**src/rtl/alu_issue_ctrl.sv**
```systemverilog
// alu_issue_ctrl: execute-stage sequencer in front of the 32-bit ALU.
// Decodes alu_op/funct into the ALU control code, pulses alu_start once,
// waits (bounded) for alu_finished and holds the captured response under
// a valid/ready handshake. Only one operation is ever in flight.
module alu_issue_ctrl #(
   parameter int WORD_SIZE      = 32,
   parameter int TIMEOUT_CYCLES = 8
) (
   input  logic                 clk,
   input  logic                 rst_n,
   input  logic                 in_valid,
   output logic                 in_ready,
   input  logic [1:0]           in_alu_op,
   input  logic [5:0]           in_funct,
   input  logic [WORD_SIZE-1:0] in_a,
   input  logic [WORD_SIZE-1:0] in_b,
   output logic                 alu_start,
   output logic [WORD_SIZE-1:0] alu_a,
   output logic [WORD_SIZE-1:0] alu_b,
   output logic [3:0]           alu_control,
   input  logic                 alu_finished,
   input  logic [WORD_SIZE-1:0] alu_result,
   input  logic                 alu_zero,
   input  logic                 alu_overflow,
   input  logic                 alu_invalid,
   output logic                 out_valid,
   input  logic                 out_ready,
   output logic [WORD_SIZE-1:0] out_result,
   output logic                 out_zero,
   output logic                 out_overflow,
   output logic [1:0]           out_err
);

   localparam logic [1:0] ERR_OK      = 2'b00;
   localparam logic [1:0] ERR_DECODE  = 2'b01;
   localparam logic [1:0] ERR_INVALID = 2'b10;
   localparam logic [1:0] ERR_TIMEOUT = 2'b11;

   // Counter value on the last permitted WAIT cycle; reaching it without
   // alu_finished means the ALU has taken TIMEOUT_CYCLES cycles.
   localparam logic [7:0] TIMEOUT_LAST = 8'(TIMEOUT_CYCLES - 1);

   typedef enum logic [1:0] {
      ST_IDLE  = 2'd0,
      ST_ISSUE = 2'd1,
      ST_WAIT  = 2'd2,
      ST_DONE  = 2'd3
   } state_t;

   state_t               r_state;
   logic                 r_start;
   logic [WORD_SIZE-1:0] r_a;
   logic [WORD_SIZE-1:0] r_b;
   logic [3:0]           r_ctrl;
   logic [WORD_SIZE-1:0] r_result;
   logic                 r_zero;
   logic                 r_ovf;
   logic [1:0]           r_err;
   logic                 r_out_valid;
   logic [7:0]           r_cnt;

   logic [3:0]           w_ctrl;
   logic                 w_dec_ok;

   // Translate alu_op/funct into the ALU control code; flag anything unknown.
   always_comb begin
      w_ctrl   = 4'hF;
      w_dec_ok = 1'b1;
      case (in_alu_op)
         2'b00: w_ctrl = 4'h2;
         2'b01: w_ctrl = 4'h6;
         2'b10: begin
            case (in_funct)
               6'b100000: w_ctrl = 4'h2;
               6'b100001: w_ctrl = 4'h3;
               6'b100010: w_ctrl = 4'h6;
               6'b100100: w_ctrl = 4'h0;
               6'b100101: w_ctrl = 4'h1;
               6'b100111: w_ctrl = 4'hC;
               6'b101010: w_ctrl = 4'h7;
               default:   w_dec_ok = 1'b0;
            endcase
         end
         default: w_dec_ok = 1'b0;
      endcase
   end

   // Sequencer: accept -> issue start pulse -> wait for ALU -> hold response.
   always_ff @(posedge clk or negedge rst_n) begin
      if (!rst_n) begin
         r_state     <= ST_IDLE;
         r_start     <= 1'b0;
         r_a         <= '0;
         r_b         <= '0;
         r_ctrl      <= 4'h0;
         r_result    <= '0;
         r_zero      <= 1'b0;
         r_ovf       <= 1'b0;
         r_err       <= ERR_OK;
         r_out_valid <= 1'b0;
         r_cnt       <= 8'd0;
      end else begin
         case (r_state)
            ST_IDLE: begin
               if (in_valid) begin
                  r_a    <= in_a;
                  r_b    <= in_b;
                  r_ctrl <= w_ctrl;
                  if (w_dec_ok) begin
                     r_start <= 1'b1;
                     r_state <= ST_ISSUE;
                  end else begin
                     // Undecodable request: answer directly, ALU untouched.
                     r_result    <= '0;
                     r_zero      <= 1'b0;
                     r_ovf       <= 1'b0;
                     r_err       <= ERR_DECODE;
                     r_out_valid <= 1'b1;
                     r_state     <= ST_DONE;
                  end
               end
            end
            ST_ISSUE: begin
               r_start <= 1'b0;
               r_cnt   <= 8'd0;
               r_state <= ST_WAIT;
            end
            ST_WAIT: begin
               if (alu_finished) begin
                  r_result    <= alu_result;
                  r_zero      <= alu_zero;
                  r_ovf       <= alu_overflow;
                  r_err       <= alu_invalid ? ERR_INVALID : ERR_OK;
                  r_out_valid <= 1'b1;
                  r_state     <= ST_DONE;
               end else if (r_cnt == TIMEOUT_LAST) begin
                  r_result    <= '0;
                  r_zero      <= 1'b0;
                  r_ovf       <= 1'b0;
                  r_err       <= ERR_TIMEOUT;
                  r_out_valid <= 1'b1;
                  r_state     <= ST_DONE;
               end else begin
                  r_cnt <= r_cnt + 8'd1;
               end
            end
            ST_DONE: begin
               if (out_ready) begin
                  r_out_valid <= 1'b0;
                  r_state     <= ST_IDLE;
               end
            end
            default: r_state <= ST_IDLE;
         endcase
      end
   end

   assign in_ready     = (r_state == ST_IDLE);
   assign alu_start    = r_start;
   assign alu_a        = r_a;
   assign alu_b        = r_b;
   assign alu_control  = r_ctrl;
   assign out_valid    = r_out_valid;
   assign out_result   = r_result;
   assign out_zero     = r_zero;
   assign out_overflow = r_ovf;
   assign out_err      = r_err;

endmodule

```
**config.mk**
```make
export PLATFORM = sky130hd
export DESIGN_NAME = alu_issue_ctrl
export DESIGN_NICKNAME = d
export VERILOG_FILES = /design/src/rtl/alu_issue_ctrl.sv
export SDC_FILE = /design/constraint.sdc
export NUM_CORES = 1
export LEC_CHECK = 0
export BUFFER_PORTS_ARGS = -buffer_cell sky130_fd_sc_hd__buf_2
export CORE_MARGIN = 2
export CORE_UTILIZATION = 30
export CTS_BUF_LIST = sky130_fd_sc_hd__clkbuf_8
export DETAILED_ROUTE_END_ITERATION = 10
export PLACE_DENSITY = 0.66
export SLEW_MARGIN = 20
export SYNTH_ARGS = -nofsm -noshare
export SYNTH_HDL_FRONTEND = slang
export SYNTH_SLANG_ARGS = --single-unit
export TNS_END_PERCENT = 1
```
**constraint.sdc**
```tcl
create_clock -name clk -period 4.2 [get_ports clk]
set_input_delay 0.21 -clock clk [delete_from_list [all_inputs] [get_ports clk]]
set_output_delay 0.21 -clock clk [all_outputs]
set_load 0.005 [all_outputs]
```
==> reports/qor.yml <==
power:
  peakVddDrop_mv: 0.332
  power_density_mw_per_mm2: 669
  p_switching_uw: 1570
  seq_power_share_pct: 39.4
  p_int_uw: 3330
  clockPowerShare_pct: 22.1
  power_frac_comb_pct: 38.5
  p_leak_uw: 0.00374
  swShare_pct: 32.0
critical_path:
  cp_top_family: "buffers and inverters"
  worstPathCellList: "inv_1 > ha_1 > buf_4 > nor2b_1 > o21a_1 > a211oi_4 > buf_4 > mux2_2"
  r2r-start: "r_state[0]$_DFFE_PN0P_"
  path_common_cell: "buf_4"
  path_max_fanout: 41
  cp_slowest_stage_delay_ns: 0.44
  crit_type: "register to register"
  crit_buf_inv: 3
  crit_arrival_ns: 2.86
  cp-start-kind: "register"
  end_kind: "register"
  r2r_slack_ns: 1.65
  critPathSlowestCell: "buf_4"
  crit_required_ns: 4.51
  worstSetupStartpoint: "r_state[0]$_DFFE_PN0P_"
grt:
  grt_pass1_vias: 4389
  grt_max_degree: 53
  track_usage_pct: 15.2
  grt-ovfl-total: 0
  antenna_found_initial: 0
  grt_first_pass_wirelength_mm: 21.5
timing:
  finClkSkew_ns: 0.0104
  rsz0062_at_grt: "false"
  worstMarginPinSlew_ns: 0.662
  setup_violations: 0
  fin_crit_sh_pct: 60.7
  fmax_mhz: 392
  slew-limit-headroom_pct: 55.9
  finalSetupTns_ns: 0
  hold_violations: 0
  maxSlewViolCount: 0
  finalCriticalPeriod_ns: 2.55
logic_synthesis:
  ys_seq_area_share_pct: 58.2
  postSynthCellCount: 364
  syn-num-nets: 481
  yosysWarnings: 0
  netlist-cell-type-count: 39
  synth_top_area_share_pct: 58.2
  yosysTopAreaCell: "dfrtp_1"
  synth-seq-cells: 116
  synthTopCellsByArea: "dfrtp_1 (58%), mux2_2 (22%), and3_1 (4.4%), ha_1 (1.3%), clkbuf_1 (1.1%)"
  synth_area_mm2: 0.00498
  avgSynthCellArea_um2: 13.7
route:
  vias_per_cell: 4.54
  vias: 3998
  remaining_drc_errors: 0
  antenna_left: 0
  routed_wl_mm: 13.0
  drt_iter0_markers: 146
  wire_per_inst_um: 14.8
  first_pass_iters: 4
clock_tree:
  cts_tree: "built"
  cts-buffers-inserted: 17
  cts_sinks: 116
  cts-root-buf: "clkbuf_8"
  cts_resized: 0
  clock_path_buffers: 2
  htreeDepth: 4
  path_clk_slew_ns: 0.07
  clock_latency_ns: 0.42
final_layout:
  final_cell_count_no_fill: 880
  fin_area_mm2: 0.00732
  final_cell_mix: "buf_2 (217), dfrtp_1 (116), mux2_2 (98), dlygate4sd3_1 (63), and3_1 (35)"
  area_delta_synth_final_pct: 46.9
  antenna_cells: 0
  num-nets-final: 766
  layout.cells.most_common: "buf_2"
  drive_gt1_share_pct: 54.1
job:
  maxCapViolations: 0
placed_design:
  hpwl_mm: 8.41
  placed_cells: 787
  portBuffers: 218
  dpl_cell_area_mm2: 0.00628
  place.gp.congestion: 0.750
floorplan:
  die_h_um: 133
  core_area_mm2: 0.0164
  die_w_um: 133
  initial_core_util_pct: 30.4
  rows: 47
  die-area_mm2: 0.0177
  ioPinCount: 219
status:
  outcome: "finished, final reports clean"
worst_hold_path:
  min_path_type: "primary input to register"
  hold_start: "in_a[8]"
[metal layers]
layer / track usage [%] / wire [um] / vias up
li1: - / - / 1873
met1: 17.3 / 5170 / 1954
met2: 26.5 / 6690 / 148
met3: 5.29 / 853 / 23
met4: 5.56 / 268 / 0
met5: 0 / 0 / -
[cell type report]
type                    instances  area (um^2)
well taps                     220          275
clock inverters                10          133
clock buffers                  20          275
fillers                      1489         9080
repair buffers                286         1760
inverters                       7         26.3
flip-flops and latches        116         2900
multi-input cells             221         1950
[kinds of logic (layout without fill, tap and decap cells)]
group,Yosys count,count (layout),share of synthesized area (%)
AO/OA/AOI/OAI,28,28,4.17
XOR/XNOR,7,7,1.23
adder cells (fa/ha/maj),5,5,1.26
buffers and inverters,27,323,2.66
flip-flops,116,116,58.2
multiplexers,104,104,23.4
AND/OR/NAND/NOR,77,77,9.06
[per-stage QoR]
step / util [%] / hold slack (ns) / power (uW) / setup slack [ns]
4_1_cts: 44.6 / 0.00203 / 4950 / 1.64
5_1_grt: 44.6 / 0.0106 / 5240 / 1.47
6_report: 44.6 / 0.0505 / 4900 / 1.65
3_3_place_gp: 38.3 / 0.211 / 3720 / 1.73
2_1_floorplan: - / -0.0856 / 3010 / 1.89
3_5_place_dp: 38.3 / 0.212 / 3790 / 1.64
[synthesized netlist by cell type]
cell type,n
or3_1,1
a211oi_4,1
or2_2,1
xor2_1,3
and2_1,2
mux2_2,98
nand4_1,2
a31o_2,1
a31oi_1,1
mux2i_1,5
nand2b_1,2
o311ai_0,2
nor3_1,1
ha_1,5
o21ai_0,6
o211ai_1,5
nor2b_1,5
and3_1,35
a211oi_1,2
inv_1,7
clkbuf_1,15
xnor2_1,4
a21o_1,2
dfrtp_1,116
clkbuf_2,1
nand2_1,10
buf_6,4
o21a_1,1
or3b_2,2
a41oi_1,1
a21boi_0,3
nor2_1,8
a2bb2oi_1,1
mux2_1,1
a21oi_1,2
nor4_1,2
nor3b_1,3
nand3b_1,2
or4_4,1
[sequential cells by signal, summed over array words and instances, names as in the netlist, 2 cells and up]
name,cells
alu_a,32
alu_b,32
alu_control,4
out_err,2
out_result,32
r_cnt,8
r_state,2
[power by group through the flow]
| stage | logic [uW] | clock network [uW] | registers [uW] |
|---|---|---|---|
| after floorplan | 1050 | 0 | 1960 |
| after global placement | 1800 | 0 | 1920 |
| after detailed placement | 1860 | 0 | 1930 |
| after CTS | 1900 | 1120 | 1930 |
| after global routing | 2070 | 1170 | 2000 |
| final | 1890 | 1080 | 1930 |
[path summary, 6_finish.rpt]
| path | to | depth (start not counted) |
|---|---|---|
| setup reg to reg | out_result[14]$_DFFE_PN0P_ | 8 |
| hold reg to reg | alu_control[3]$_DFFE_PN0P_ | 1 |
| hold / removal | alu_a[8]$_DFFE_PN0P_ | 2 |
| max in group asynchronous | alu_a[11]$_DFFE_PN0P_ | 3 |
| min in group asynchronous | out_err[1]$_DFFE_PN0P_ | 2 |
| setup / recovery | out_result[14]$_DFFE_PN0P_ | 8 |
[what timing repair did]
action / 4_1_cts / 5_1_grt
endpoints found under the setup margin: 0 / 0
hold buffers: 63 / 0
endpoints found under the hold margin: 97 / 0
setup buffers: 0 / 0
No activity file was read; power rests on OpenSTA's default activity.
